--- src/rtl/rv32i_ctrl_pipe.sv ---
// RV32I pipelined control: ID decode, ID/EX, EX/MEM and MEM/WB control registers,
// load-use hazard detection and EX-stage forwarding selection.
module rv32i_ctrl_pipe #(
  parameter bit LOADUSE_EN   = 1'b1,
  parameter bit FWD_EN       = 1'b1,
  parameter bit TRAP_ILLEGAL = 1'b1
) (
  input  logic        clk,
  input  logic        reset_n,
  input  logic [31:0] instr_d,
  input  logic        valid_d,
  input  logic        stall_ext,
  input  logic        flush_e,
  output logic [2:0]  immsrc_d,
  output logic        stall_d,
  output logic        alusrc_e,
  output logic [1:0]  aluop_e,
  output logic        branch_e,
  output logic        jump_e,
  output logic        jumpsel_e,
  output logic        illegal_e,
  output logic        valid_e,
  output logic [1:0]  fwd_a_e,
  output logic [1:0]  fwd_b_e,
  output logic        memwrite_m,
  output logic [1:0]  wdsel_m,
  output logic        regwrite_m,
  output logic [4:0]  rd_m,
  output logic        regwrite_w,
  output logic [1:0]  resultsrc_w,
  output logic [4:0]  rd_w
);

  localparam logic [6:0] OpcR      = 7'b0110011;
  localparam logic [6:0] OpcIAlu   = 7'b0010011;
  localparam logic [6:0] OpcLoad   = 7'b0000011;
  localparam logic [6:0] OpcStore  = 7'b0100011;
  localparam logic [6:0] OpcBranch = 7'b1100011;
  localparam logic [6:0] OpcJal    = 7'b1101111;
  localparam logic [6:0] OpcJalr   = 7'b1100111;
  localparam logic [6:0] OpcLui    = 7'b0110111;
  localparam logic [6:0] OpcAuipc  = 7'b0010111;

  // Field order matches the bundle literals used in the decoder below.
  typedef struct packed {
    logic       alusrc;
    logic [1:0] aluop;
    logic       regwrite;
    logic [2:0] immsrc;
    logic       memwrite;
    logic [1:0] wdsel;
    logic [1:0] resultsrc;
    logic       branch;
    logic       jump;
    logic       jumpsel;
  } ctrl_t;

  typedef struct packed {
    logic       valid;
    logic       alusrc;
    logic [1:0] aluop;
    logic       regwrite;
    logic       memwrite;
    logic [1:0] wdsel;
    logic [1:0] resultsrc;
    logic       branch;
    logic       jump;
    logic       jumpsel;
    logic       illegal;
    logic [4:0] rd;
    logic [4:0] rs1;
    logic [4:0] rs2;
  } ex_t;

  typedef struct packed {
    logic       regwrite;
    logic       memwrite;
    logic [1:0] wdsel;
    logic [1:0] resultsrc;
    logic [4:0] rd;
  } mem_t;

  typedef struct packed {
    logic       regwrite;
    logic [1:0] resultsrc;
    logic [4:0] rd;
  } wb_t;

  ctrl_t      ctrl_dec;
  ctrl_t      ctrl_id;
  logic       known_op;
  logic       illegal_id;
  logic [4:0] rd_id;
  logic [4:0] rs1_id;
  logic [4:0] rs2_id;
  logic       loaduse;
  logic [1:0] fwd_a;
  logic [1:0] fwd_b;

  ex_t  ex_in;
  ex_t  ex_d, ex_q;
  mem_t mem_d, mem_q;
  wb_t  wb_d, wb_q;

  // funct3/funct7 do not affect the control bundle.
  logic unused_instr;
  assign unused_instr = ^{instr_d[31:25], instr_d[14:12]};

  always_comb begin
    ctrl_dec = '0;
    known_op = 1'b1;
    case (instr_d[6:0])
      OpcR:      ctrl_dec = ctrl_t'(15'b0_10_1_000_0_00_00_0_0_0);
      OpcIAlu:   ctrl_dec = ctrl_t'(15'b1_10_1_000_0_00_00_0_0_0);
      OpcLoad:   ctrl_dec = ctrl_t'(15'b1_00_1_000_0_01_01_0_0_0);
      OpcStore:  ctrl_dec = ctrl_t'(15'b1_00_0_010_1_00_00_0_0_0);
      OpcBranch: ctrl_dec = ctrl_t'(15'b0_01_0_001_0_00_00_1_0_0);
      OpcJal:    ctrl_dec = ctrl_t'(15'b0_00_1_011_0_00_10_0_1_0);
      OpcJalr:   ctrl_dec = ctrl_t'(15'b1_00_1_000_0_00_10_0_1_1);
      OpcLui:    ctrl_dec = ctrl_t'(15'b0_00_1_100_0_10_00_0_0_0);
      OpcAuipc:  ctrl_dec = ctrl_t'(15'b0_00_1_100_0_11_00_0_0_0);
      default:   known_op = 1'b0;
    endcase
  end

  // A non-instruction slot carries an all-zero bundle and rd/rs of x0.
  always_comb begin
    ctrl_id    = valid_d ? ctrl_dec : '0;
    illegal_id = TRAP_ILLEGAL && valid_d && !known_op;
    rd_id      = valid_d ? instr_d[11:7]  : 5'd0;
    rs1_id     = valid_d ? instr_d[19:15] : 5'd0;
    rs2_id     = valid_d ? instr_d[24:20] : 5'd0;
  end

  assign immsrc_d = ctrl_id.immsrc;

  always_comb begin
    ex_in           = '0;
    ex_in.valid     = valid_d;
    ex_in.alusrc    = ctrl_id.alusrc;
    ex_in.aluop     = ctrl_id.aluop;
    ex_in.regwrite  = ctrl_id.regwrite;
    ex_in.memwrite  = ctrl_id.memwrite;
    ex_in.wdsel     = ctrl_id.wdsel;
    ex_in.resultsrc = ctrl_id.resultsrc;
    ex_in.branch    = ctrl_id.branch;
    ex_in.jump      = ctrl_id.jump;
    ex_in.jumpsel   = ctrl_id.jumpsel;
    ex_in.illegal   = illegal_id;
    ex_in.rd        = rd_id;
    ex_in.rs1       = rs1_id;
    ex_in.rs2       = rs2_id;
  end

  always_comb begin
    loaduse = 1'b0;
    if (LOADUSE_EN) begin
      loaduse = ex_q.valid && (ex_q.resultsrc == 2'b01) && (ex_q.rd != 5'd0) &&
                ((ex_q.rd == instr_d[19:15]) || (ex_q.rd == instr_d[24:20]));
    end
  end

  assign stall_d = loaduse | stall_ext;

  // External stall outranks flush and load-use: a flush during a stall is dropped.
  always_comb begin
    ex_d  = ex_q;
    mem_d = mem_q;
    wb_d  = wb_q;
    if (!stall_ext) begin
      ex_d            = (flush_e || loaduse) ? '0 : ex_in;
      mem_d.regwrite  = ex_q.regwrite;
      mem_d.memwrite  = ex_q.memwrite;
      mem_d.wdsel     = ex_q.wdsel;
      mem_d.resultsrc = ex_q.resultsrc;
      mem_d.rd        = ex_q.rd;
      wb_d.regwrite   = mem_q.regwrite;
      wb_d.resultsrc  = mem_q.resultsrc;
      wb_d.rd         = mem_q.rd;
    end
  end

  always_ff @(posedge clk) begin
    if (!reset_n) begin
      ex_q  <= '0;
      mem_q <= '0;
      wb_q  <= '0;
    end else begin
      ex_q  <= ex_d;
      mem_q <= mem_d;
      wb_q  <= wb_d;
    end
  end

  // MEM is the younger producer, so it wins over WB.
  function automatic logic [1:0] fwd_sel(input logic [4:0] rs, input mem_t m, input wb_t w);
    logic [1:0] sel;
    sel = 2'b00;
    if (m.regwrite && (m.rd != 5'd0) && (m.rd == rs)) begin
      sel = 2'b10;
    end else if (w.regwrite && (w.rd != 5'd0) && (w.rd == rs)) begin
      sel = 2'b01;
    end
    return sel;
  endfunction

  always_comb begin
    fwd_a = 2'b00;
    fwd_b = 2'b00;
    if (FWD_EN) begin
      fwd_a = fwd_sel(ex_q.rs1, mem_q, wb_q);
      fwd_b = fwd_sel(ex_q.rs2, mem_q, wb_q);
    end
  end

  assign alusrc_e    = ex_q.alusrc;
  assign aluop_e     = ex_q.aluop;
  assign branch_e    = ex_q.branch;
  assign jump_e      = ex_q.jump;
  assign jumpsel_e   = ex_q.jumpsel;
  assign illegal_e   = ex_q.illegal;
  assign valid_e     = ex_q.valid;
  assign fwd_a_e     = fwd_a;
  assign fwd_b_e     = fwd_b;
  assign memwrite_m  = mem_q.memwrite;
  assign wdsel_m     = mem_q.wdsel;
  assign regwrite_m  = mem_q.regwrite;
  assign rd_m        = mem_q.rd;
  assign regwrite_w  = wb_q.regwrite;
  assign resultsrc_w = wb_q.resultsrc;
  assign rd_w        = wb_q.rd;

endmodule

--- config.mk ---
export PLATFORM = sky130hd
export DESIGN_NAME = rv32i_ctrl_pipe
export DESIGN_NICKNAME = d
export VERILOG_FILES = /design/src/rtl/rv32i_ctrl_pipe.sv
export SDC_FILE = /design/constraint.sdc
export NUM_CORES = 1
export LEC_CHECK = 0
export ABC_CLOCK_PERIOD_IN_PS = 2230
export CORE_UTILIZATION = 47
export CTS_CLUSTER_DIAMETER = 150
export CTS_CLUSTER_SIZE = 8
export DETAILED_ROUTE_END_ITERATION = 8
export GPL_ROUTABILITY_DRIVEN = 0
export PLACE_DENSITY = 0.83
export SYNTH_ARGS = -nofsm -noshare
export SYNTH_HDL_FRONTEND = slang
export SYNTH_SLANG_ARGS = --single-unit
--- constraint.sdc ---
create_clock -name clk -period 2.23 [get_ports clk]
set_input_delay 0.446 -clock clk [delete_from_list [all_inputs] [get_ports clk]]
set_output_delay 0.446 -clock clk [all_outputs]
set_load 0.03 [all_outputs]
==> run_results.csv <==
group,metric,value,unit
clock_network,clock_sinks,46,
power,p_per_area,490,nW/um2
cells_and_area,synthToLayoutAreaGrowth,47.4,%
clock_network,cts_root_buffer,"clkbuf_8",
global_routing,grt_overflow,0,
place,dpl.hpwl,4080,um
timing,hold_viol,0,
cells_and_area,mostFrequentLayoutCell,"nand2_1",
setup_path,rr_worst_depth,8,
hold_path,min_path_type,"flip-flop to flip-flop",
cells_and_area,final_cells,416,
setup_path,r2r_end,"ex_q[9]$_SDFFE_PN0N_",
floorplanning,row_count,25,
setup_path,reg2reg_from,"ex_q[14]$_SDFFE_PN0N_",
cells_and_area,fin_area,3410,um2
logic_synthesis,ys_warn_count,0,
cells_and_area,multi_input_area,1400,um2
floorplanning,die_h,72.2,um
logic_synthesis,netlist_instances,270,
setup_path,critical_path_buf_inv_count,1,
detailed_routing,drc,0,
power,peakVddDrop,0.246,mV
cells_and_area,layout_common_cells,"nand2_1 (45), clkdlybuf4s50_1 (38), buf_4 (38)",
cells_and_area,fillerInstances,359,
timing,tightest_slew,403,ps
logic_synthesis,synthArstFlopShare,0,
logic_synthesis,synth_top_area_frac,0.398,
logic_synthesis,yosysTopAreaCell,"dfxtp_1",
logic_synthesis,synth_fp_nets,307,
setup_path,cpPeakStageDelay,550,ps
setup_path,startpoint_type,"flip-flop",
cells_and_area,final-seq-area,950,um2
timing,slew_headroom,0.729,
power,cellLeakagePower,1.42,nW
hold_path,holdPathStages,2,
timing,finalSetupViolCount,3,
logic_synthesis,synth_top_flop_cell,"dfxtp_1",
setup_path,worstPathMaxFanout,2,
clock_network,clkTransAtPathRegs,90,ps
cells_and_area,drive_gt1_frac,0.255,
clock_network,insertion_delay,300,ps
logic_synthesis,synth_area_per_cell,8.57,um2
logic_synthesis,synth_edf_count,0,
detailed_routing,ant_nets,0,
power,p_total,1.67,mW
global_routing,grt_max_degree,28,
timing,clock_skew,6.06,ps
power,p_sw_frac,0.243,
clock_network,cts_buffers,5,
setup_path,crit_type,"flip-flop to output port",
timing,timing.final.crit_share,1.05,
detailed_routing,wirelength,6260,um
power,power_frac_seq,0.501,
logic_synthesis,synth-seq-cells,46,
clock_network,ctsHtreeMaxLevel,2,
setup_path,end_kind,"output port",
setup_path,cp_cell_sequence,"or4_4 -> o21ai_4 -> nor4_2 -> nor4_4 -> buf_6",
status,outcome,"complete, but fails checks",
logic_synthesis,syn_area,2310,um2
floorplanning,ios,70,
logic_synthesis,ys_seq_area_frac,0.398,
detailed_routing,via_count,2185,
detailed_routing,vias_per_cell,5.25,
detailed_routing,wire_per_inst,15.1,um
global_routing,grt_pass1_wl,9950,um
logic_synthesis,synthTopCellsByArea,"dfxtp_1 (40%), xor2_1 (9.1%), mux2i_1 (8.2%)",
timing,timing.fmax,0.426,GHz
setup_path,rrSetupSlack,200,ps
power,p_clk_frac,0.370,
power,combPwrFrac,0.129,
clock_network,cts_hold_buf,0,
place,dp.cells,400,
timing,fin_ws,-118,ps
global_routing,grt_pass1_vias,2089,
status,violations,"setup timing",
job,max_cap_violations,0,
power,p_int,1.26,mW
hold_path,hold_start,"ex_q[21]$_SDFFE_PN0N_",
setup_path,crit_arrival,1900,ps
cells_and_area,n_antenna_cell,0,
setup_path,crit_family,"simple AND/OR/NAND/NOR gates",
global_routing,antenna_found_initial,0,
floorplanning,start_util,0.490,
hold_path,hold_end,"ex_q[21]$_SDFFE_PN0N_",
floorplanning,coreArea,4720,um2
setup_path,crit_required,1780,ps
detailed_routing,dr.pass1.iters,4,
cells_and_area,nNetsFinal,385,
timing,post-route-min-period,2350,ps
clock_network,clockBufferDepth,2,
global_routing,grt.total_usage,0.248,
detailed_routing,drt_iter0_drc,101,
power,power.switching,406,uW
clock_network,tritoncts,"done",
place,place_area,3100,um2
logic_synthesis,synth_cell_types,35,
timing,tns,-240,ps
floorplanning,die_area,5210,um2
timing,report.final.slew_viol_count,0,
place,port_buffers,59,
setup_path,slowest_stage,"or4_4",
floorplanning,die_x,72.2,um
timing,rsz0062_at_grt,"yes",
[power groups by stage]
stage / clock network [mW] / registers, mW / logic, mW
global route: 0.667 / 0.840 / 0.232
global placement: 0 / 0.862 / 0.198
detailed placement: 0 / 0.863 / 0.201
finish: 0.618 / 0.838 / 0.215
floorplan: 0 / 0.864 / 0.0961
CTS: 0.623 / 0.839 / 0.205
[flip-flops by register name (all words and copies together), names as in the netlist]
signal       flops
aluop_e          2
wdsel_m          2
alusrc_e         1
valid_e          1
rd_m             5
ex_q            21
rd_w             5
jumpsel_e        1
resultsrc_w      2
regwrite_w       1
memwrite_m       1
illegal_e        1
regwrite_m       1
mem_q            2
[per-layer routing]
layer / up-vias / GRT usage / share of wire
met5: - / 0 / 0
met4: 0 / 0.0784 / 0.019
met3: 12 / 0.0431 / 0.039
met2: 66 / 0.420 / 0.51
met1: 1042 / 0.322 / 0.43
li1: 1065 / - / -
[logic make-up (layout without fill, tap and decap cells)]
family | count (synthesis) | count (layout) | synth area share
flops | 46 | 46 | 0.398
xor+xnor | 32 | 32 | 0.121
buf+inv | 26 | 105 | 0.0573
mux | 19 | 19 | 0.0822
compound gates | 38 | 38 | 0.103
simple gates | 109 | 109 | 0.239
[cell type report]
type	count	share of cell area
Clock inverter	3	0.0117
Inverter	2	0.00220
Timing Repair Buffer	95	0.252
Tap cell	67	0.0246
Multi-Input combinational cell	198	0.410
Sequential cell	46	0.279
Clock buffer	5	0.0202
[Yosys cell counts (all sizes together) (2+ instances only)]
cell type	count
dfxtp	46
nand2	46
o21ai	28
xor2	24
nor2b	21
mux2i	19
buf	13
clkbuf	11
nor2	10
nand3	8
xnor2	8
or4	5
nor4	4
nor3	3
or3	3
inv	2
nand4b	2
o31ai	2
or2	2
[worst register-to-register path: stages, from the launching register on]
cell and delay (ps):
dfxtp_4 370, xor2_2 140, nor3_2 200, a22oi_2 120, a2111oi_4 360, buf_4 180
buf_4 90, buf_4 250, o21ai_0 170
[how the worst max path moves through the flow]
stage               slack, ps                  from                    end  cells past startpoint
finish                   -120  rd_m[3]$_SDFFE_PN0N_             fwd_b_e[0]                      5
CTS                      -120  rd_w[0]$_SDFFE_PN0N_             fwd_a_e[0]                      5
global route             -190  rd_m[3]$_SDFFE_PN0N_             fwd_b_e[0]                      5
global placement         -250               valid_d  ex_q[19]$_SDFFE_PN0N_                      6
detailed placement       -290           instr_d[17]                stall_d                      7
floorplan                  50  rd_w[4]$_SDFFE_PN0N_             fwd_b_e[0]                      4
[per-stage QoR]
step / hold WS (ps) / utilization / worst slack, ps
2_1_floorplan: 424 / - / 47.5
3_3_place_gp: 438 / 0.657 / -245
3_5_place_dp: 444 / 0.657 / -294
4_1_cts: 465 / 0.702 / -123
5_1_grt: 478 / 0.722 / -186
6_report: 464 / 0.722 / -118
[repair_timing]
action / in CTS / in global routing
resized for setup: 27 / 30
buffers inserted: 6 / 2
setup endpoints to repair: 5 / 8
pin swaps: 8 / 10
gates cloned: 0 / 0
Note: power is estimated with default switching activity, not from simulation.
